[config.mk]
export PLATFORM = sky130hd
export DESIGN_NAME = bin2bcd_dd
export DESIGN_NICKNAME = d
export VERILOG_FILES = /design/src/rtl/bin2bcd_dd.sv
export SDC_FILE = /design/constraint.sdc
export NUM_CORES = 1
export LEC_CHECK = 0
export CORE_UTILIZATION = 50
export CTS_BUF_LIST = sky130_fd_sc_hd__clkbuf_16
export CTS_CLUSTER_DIAMETER = 60
export DETAILED_ROUTE_END_ITERATION = 10
export PLACE_DENSITY = 0.73
export RECOVER_POWER = 25
export SLEW_MARGIN = 5
export SYNTH_ARGS = -nofsm -noshare
export SYNTH_HDL_FRONTEND = slang
export SYNTH_SLANG_ARGS = --single-unit
export TNS_END_PERCENT = 5
[constraint.sdc]
create_clock -name clk -period 3.75 [get_ports clk]
set_clock_uncertainty 0.15 [all_clocks]
set_input_delay 1.125 -clock clk [delete_from_list [all_inputs] [get_ports clk]]
set_output_delay 1.125 -clock clk [all_outputs]
set_load 0.01 [all_outputs]
[src/rtl/bin2bcd_dd.sv]
// Sequential binary-to-BCD converter using shift-and-add-3, one operand bit per clock.
// Optional excess-3 coding of the result digits and a sticky overflow flag for too few digits.
module bin2bcd_dd #(
    parameter int WIDTH  = 8,
    parameter int DIGITS = 3
) (
    input  logic                  clk,
    input  logic                  rst_n,
    input  logic                  start,
    input  logic [WIDTH-1:0]      bin,
    input  logic                  xs3,
    output logic                  ready,
    output logic                  done,
    output logic [4*DIGITS-1:0]   bcd,
    output logic                  ovf
);

    localparam int CW = $clog2(WIDTH + 1);
    localparam int BW = 4 * DIGITS;

    typedef enum logic [1:0] {IDLE, SHIFT, DONE} state_t;

    state_t           state;
    logic [WIDTH-1:0] operand;
    logic [BW-1:0]    digits;
    logic [CW-1:0]    count;
    logic             mode;
    logic             sticky;

    logic [BW-1:0]    adjusted;
    logic [BW-1:0]    next_digits;
    logic [BW-1:0]    coded;
    logic             carry_out;

    // One dabble iteration; the bit leaving the top digit is lost and marks overflow.
    always_comb begin
        adjusted = digits;
        for (int i = 0; i < DIGITS; i++) begin
            if (digits[4*i +: 4] >= 4'd5) begin
                adjusted[4*i +: 4] = digits[4*i +: 4] + 4'd3;
            end
        end
        next_digits = {adjusted[BW-2:0], operand[WIDTH-1]};
        carry_out   = adjusted[BW-1];
        coded       = next_digits;
        if (mode) begin
            for (int i = 0; i < DIGITS; i++) begin
                coded[4*i +: 4] = next_digits[4*i +: 4] + 4'd3;
            end
        end
    end

    always_ff @(posedge clk or negedge rst_n) begin
        if (!rst_n) begin
            state   <= IDLE;
            operand <= '0;
            digits  <= '0;
            count   <= '0;
            mode    <= 1'b0;
            sticky  <= 1'b0;
            ready   <= 1'b1;
            done    <= 1'b0;
            bcd     <= '0;
            ovf     <= 1'b0;
        end else begin
            case (state)
                IDLE: begin
                    done <= 1'b0;
                    if (start) begin
                        operand <= bin;
                        mode    <= xs3;
                        digits  <= '0;
                        sticky  <= 1'b0;
                        count   <= CW'(WIDTH);
                        ready   <= 1'b0;
                        state   <= SHIFT;
                    end
                end
                SHIFT: begin
                    operand <= operand << 1;
                    digits  <= next_digits;
                    sticky  <= sticky | carry_out;
                    count   <= count - CW'(1);
                    if (count == CW'(1)) begin
                        bcd   <= coded;
                        ovf   <= sticky | carry_out;
                        done  <= 1'b1;
                        state <= DONE;
                    end
                end
                DONE: begin
                    done  <= 1'b0;
                    ready <= 1'b1;
                    state <= IDLE;
                end
                default: begin
                    done  <= 1'b0;
                    ready <= 1'b1;
                    state <= IDLE;
                end
            endcase
        end
    end

endmodule

==> results.toml <==
[synthesis]
syn_area_um2 = 2290
syn_inst = 253
synth_seq_cells = 43
syn_nets = 276
synth_ff_type = "dfrtp_1"
synth-edff-count = 0
ys.warnings.count = 0
syn_avg_cell_area_um2 = 9.05
async_flop_share = 1.00
ys_types = 42
synth_seq_area_share = 0.471

[floorplanning]
dieArea_um2 = 4850
die_y_um = 69.7
fp.coreArea_um2 = 4380
start_util = 0.522
fp.dieW_um = 69.7
rows = 24
ioPinCount = 27

[clocking]
worstSkewPairLatency_ns = 0.28
cts_setup_buffers = 0
cts_inserted_buffers = 5
cts.sinks = 43
clock_path_buffers = 2
cts_resized = 0
clkTransAtPathRegs_ns = 0.06
cts-root-buf = "clkbuf_16"
hold_buffers = 0
cts-htree-levels = 2
cts_tree = "done"

[job]
cap_violations = 0

[sta]
rsz0062_at_grt = "false"
tightest_slew_ns = 1.20
finalCriticalPeriod_ns = 2.61
tns_ns = 0
post-route-period-util = 0.695
max_freq_mhz = 384
relSlewSlack = 0.201
setup_viol = 0
timing.final.ws_setup_ns = 1.14
hold_viol = 0
slew_violations = 0

[pwr]
p_seq_frac = 0.338
pwr-share-clk = 0.187
power_frac_comb = 0.475
peakVddDrop_v = 0.000455
sw_frac_of_total = 0.392
p_switching_uw = 1010
internal-power_uw = 1570
power_density_nw_per_um2 = 948
p_leak_uw = 0.00123

[grt]
overflow = 0
grtUsageTotal = 0.198
grt_antenna_before_repair = 0
grt_pass1_vias = 1704
grt_pass1_wl_um = 7530
grt_max_degree = 44

[cells_and_area]
final_cells = 327
fin_util = 0.621
nFillCells = 394
ff_latch_area_um2 = 1080
multi_input_area_um2 = 1100
area_delta_synth_final_pct = 19.0
layout-drive-gt1-share = 0.0618
diodes = 0
layout.nets = 297

[placed_design]
port_buffers = 26
dpl.hpwl_um = 2850
dp.cells = 319
place_ws_ns = 1.05
place.gp.congestion = 0.775

[setup_path]
r2r_slack_ns = 1.20
critical-path-top-delay-family = "buffers and inverters"
critPathKind = "reg -> out"
crit_required_ns = 2.47
end_kind = "output pin"
arrival_ns = 1.33
cpPeakStageDelay_ns = 0.53
slowest_stage = "clkdlybuf4s50_1"
path_cells = "clkdlybuf4s50_1"
worstReg2RegStart = "count[0]"
crit_buf_inv = 1
worst_setup_path_start_kind = "flop"
crit_fanout = 2
startpoint = "ready"

[drt]
wl_met3_um = 147
first_pass_iters = 4
routed.top_layer = "met4"
drt-total-wl_um = 4250
viasPerCell = 5.41
ant_nets = 0
num_vias = 1770
wl_met2_um = 2000
first_iter_violations = 123
drc = 0
wl_met1_um = 2030
avgRoutedWirePerCell_um = 13.0

[outcome]
outcome = "finished clean"

[worst_hold_path]
holdCritPathClass = "reg -> reg"
min-delay-start = "bcd[0]"
==> routing by layer <==
layer	global-route usage	vias up
met1	0.253	823
met4	0.0978	0
met5	0	-
met2	0.324	37
li1	-	901
met3	0.0363	9
==> path summary, 6_finish.rpt <==
kind,end,cells after the start
worst max-delay path,ready,1
worst min-delay path,bcd[0],2
worst max register to register,bcd[11],7
worst min register to register,bcd[0],2
max in group asynchronous,operand[4],1
min in group asynchronous,ovf,1
==> cell type report <==
type | instances | area share
sequential | 43 | 0.395
tap | 52 | 0.0239
clock buffer | 5 | 0.0459
inverter | 12 | 0.0165
timing repair buffer | 29 | 0.101
clock inverter | 3 | 0.0142
multi-input combinational | 183 | 0.403
==> per-stage QoR <==
stage / power [uW] / hold WS (ns) / cell area [um^2]
2_1_floorplan: 1770 / 0.313 / 2290
3_3_place_gp: 2070 / 0.311 / 2560
3_5_place_dp: 2110 / 0.316 / 2560
4_1_cts: 2610 / 0.330 / 2730
5_1_grt: 2830 / 0.350 / 2720
6_report: 2580 / 0.324 / 2720
==> worst reg2reg max path, stage by stage (launching register included) <==
cell and delay, ns:
dfrtp_1 0.43, ha_1 0.21, nor3b_1 0.15, nand2_1 0.07, clkbuf_1 0.88, nor2_1 0.12, o2111a_1 0.18, a221o_1 0.25
==> cell families after synthesis <==
kind of cell,share of synthesized area
adders and majority gates,0.0601
and+or+nand+nor,0.208
AOI/OAI and AO/OA,0.149
buffers and inverters,0.0492
muxes,0.0279
DFF,0.471
xor gates and xnor gates,0.0344
==> flip-flops by register name (all words and copies together), names as in the netlist <==
signal / flops
ready: 1
sticky: 1
bcd: 12
done: 1
ovf: 1
digits: 12
count: 4
mode: 1
state: 2
operand: 8
==> power by group through the flow <==
stage                     logic, uW  clock network, uW  registers [uW]
after floorplan                 932                  0             839
after CTS                      1240                495             875
after global placement         1190                  0             878
final                          1230                483             874
after detailed placement       1230                  0             882
after global routing           1410                508             913
==> synth_stat cells (2+ instances only) <==
| cell type | count | share of area |
|---|---|---|
| nand2b_1 | 4 | 0.011 |
| mux2i_1 | 3 | 0.013 |
| nor3b_1 | 3 | 0.0098 |
| ha_1 | 11 | 0.060 |
| o211ai_1 | 2 | 0.0066 |
| o22ai_1 | 6 | 0.016 |
| a21oi_1 | 6 | 0.013 |
| o21ai_0 | 19 | 0.042 |
| nand3_1 | 13 | 0.028 |
| xor2_1 | 2 | 0.0077 |
| or2_1 | 2 | 0.0055 |
| clkbuf_1 | 8 | 0.013 |
| xnor2_1 | 7 | 0.027 |
| nand4_1 | 2 | 0.0055 |
| dfrtp_1 | 42 | 0.46 |
| o21ai_1 | 9 | 0.020 |
| nor2b_1 | 6 | 0.016 |
| a32o_1 | 2 | 0.0087 |
| nand2_1 | 39 | 0.064 |
| nor2_1 | 23 | 0.038 |
| and2b_1 | 2 | 0.0066 |
| inv_1 | 12 | 0.020 |
| o31ai_1 | 2 | 0.0066 |
| nor3_1 | 2 | 0.0044 |
| buf_2 | 6 | 0.013 |
| a311o_1 | 2 | 0.0087 |
| mux2_2 | 3 | 0.015 |
==> layout by cell type, fill, tap and decap left out, drive strengths merged, types with 4 or more instances in the layout <==
master,n
nor2b,6
xnor2,7
nand2b,4
inv,12
nand2,39
clkbuf,6
dfrtp,42
clkdlybuf4s50,25
o22ai,6
o21ai,28
a21oi,7
nor2,23
nand3,13
ha,11
No activity file was read; power rests on OpenSTA's default activity.
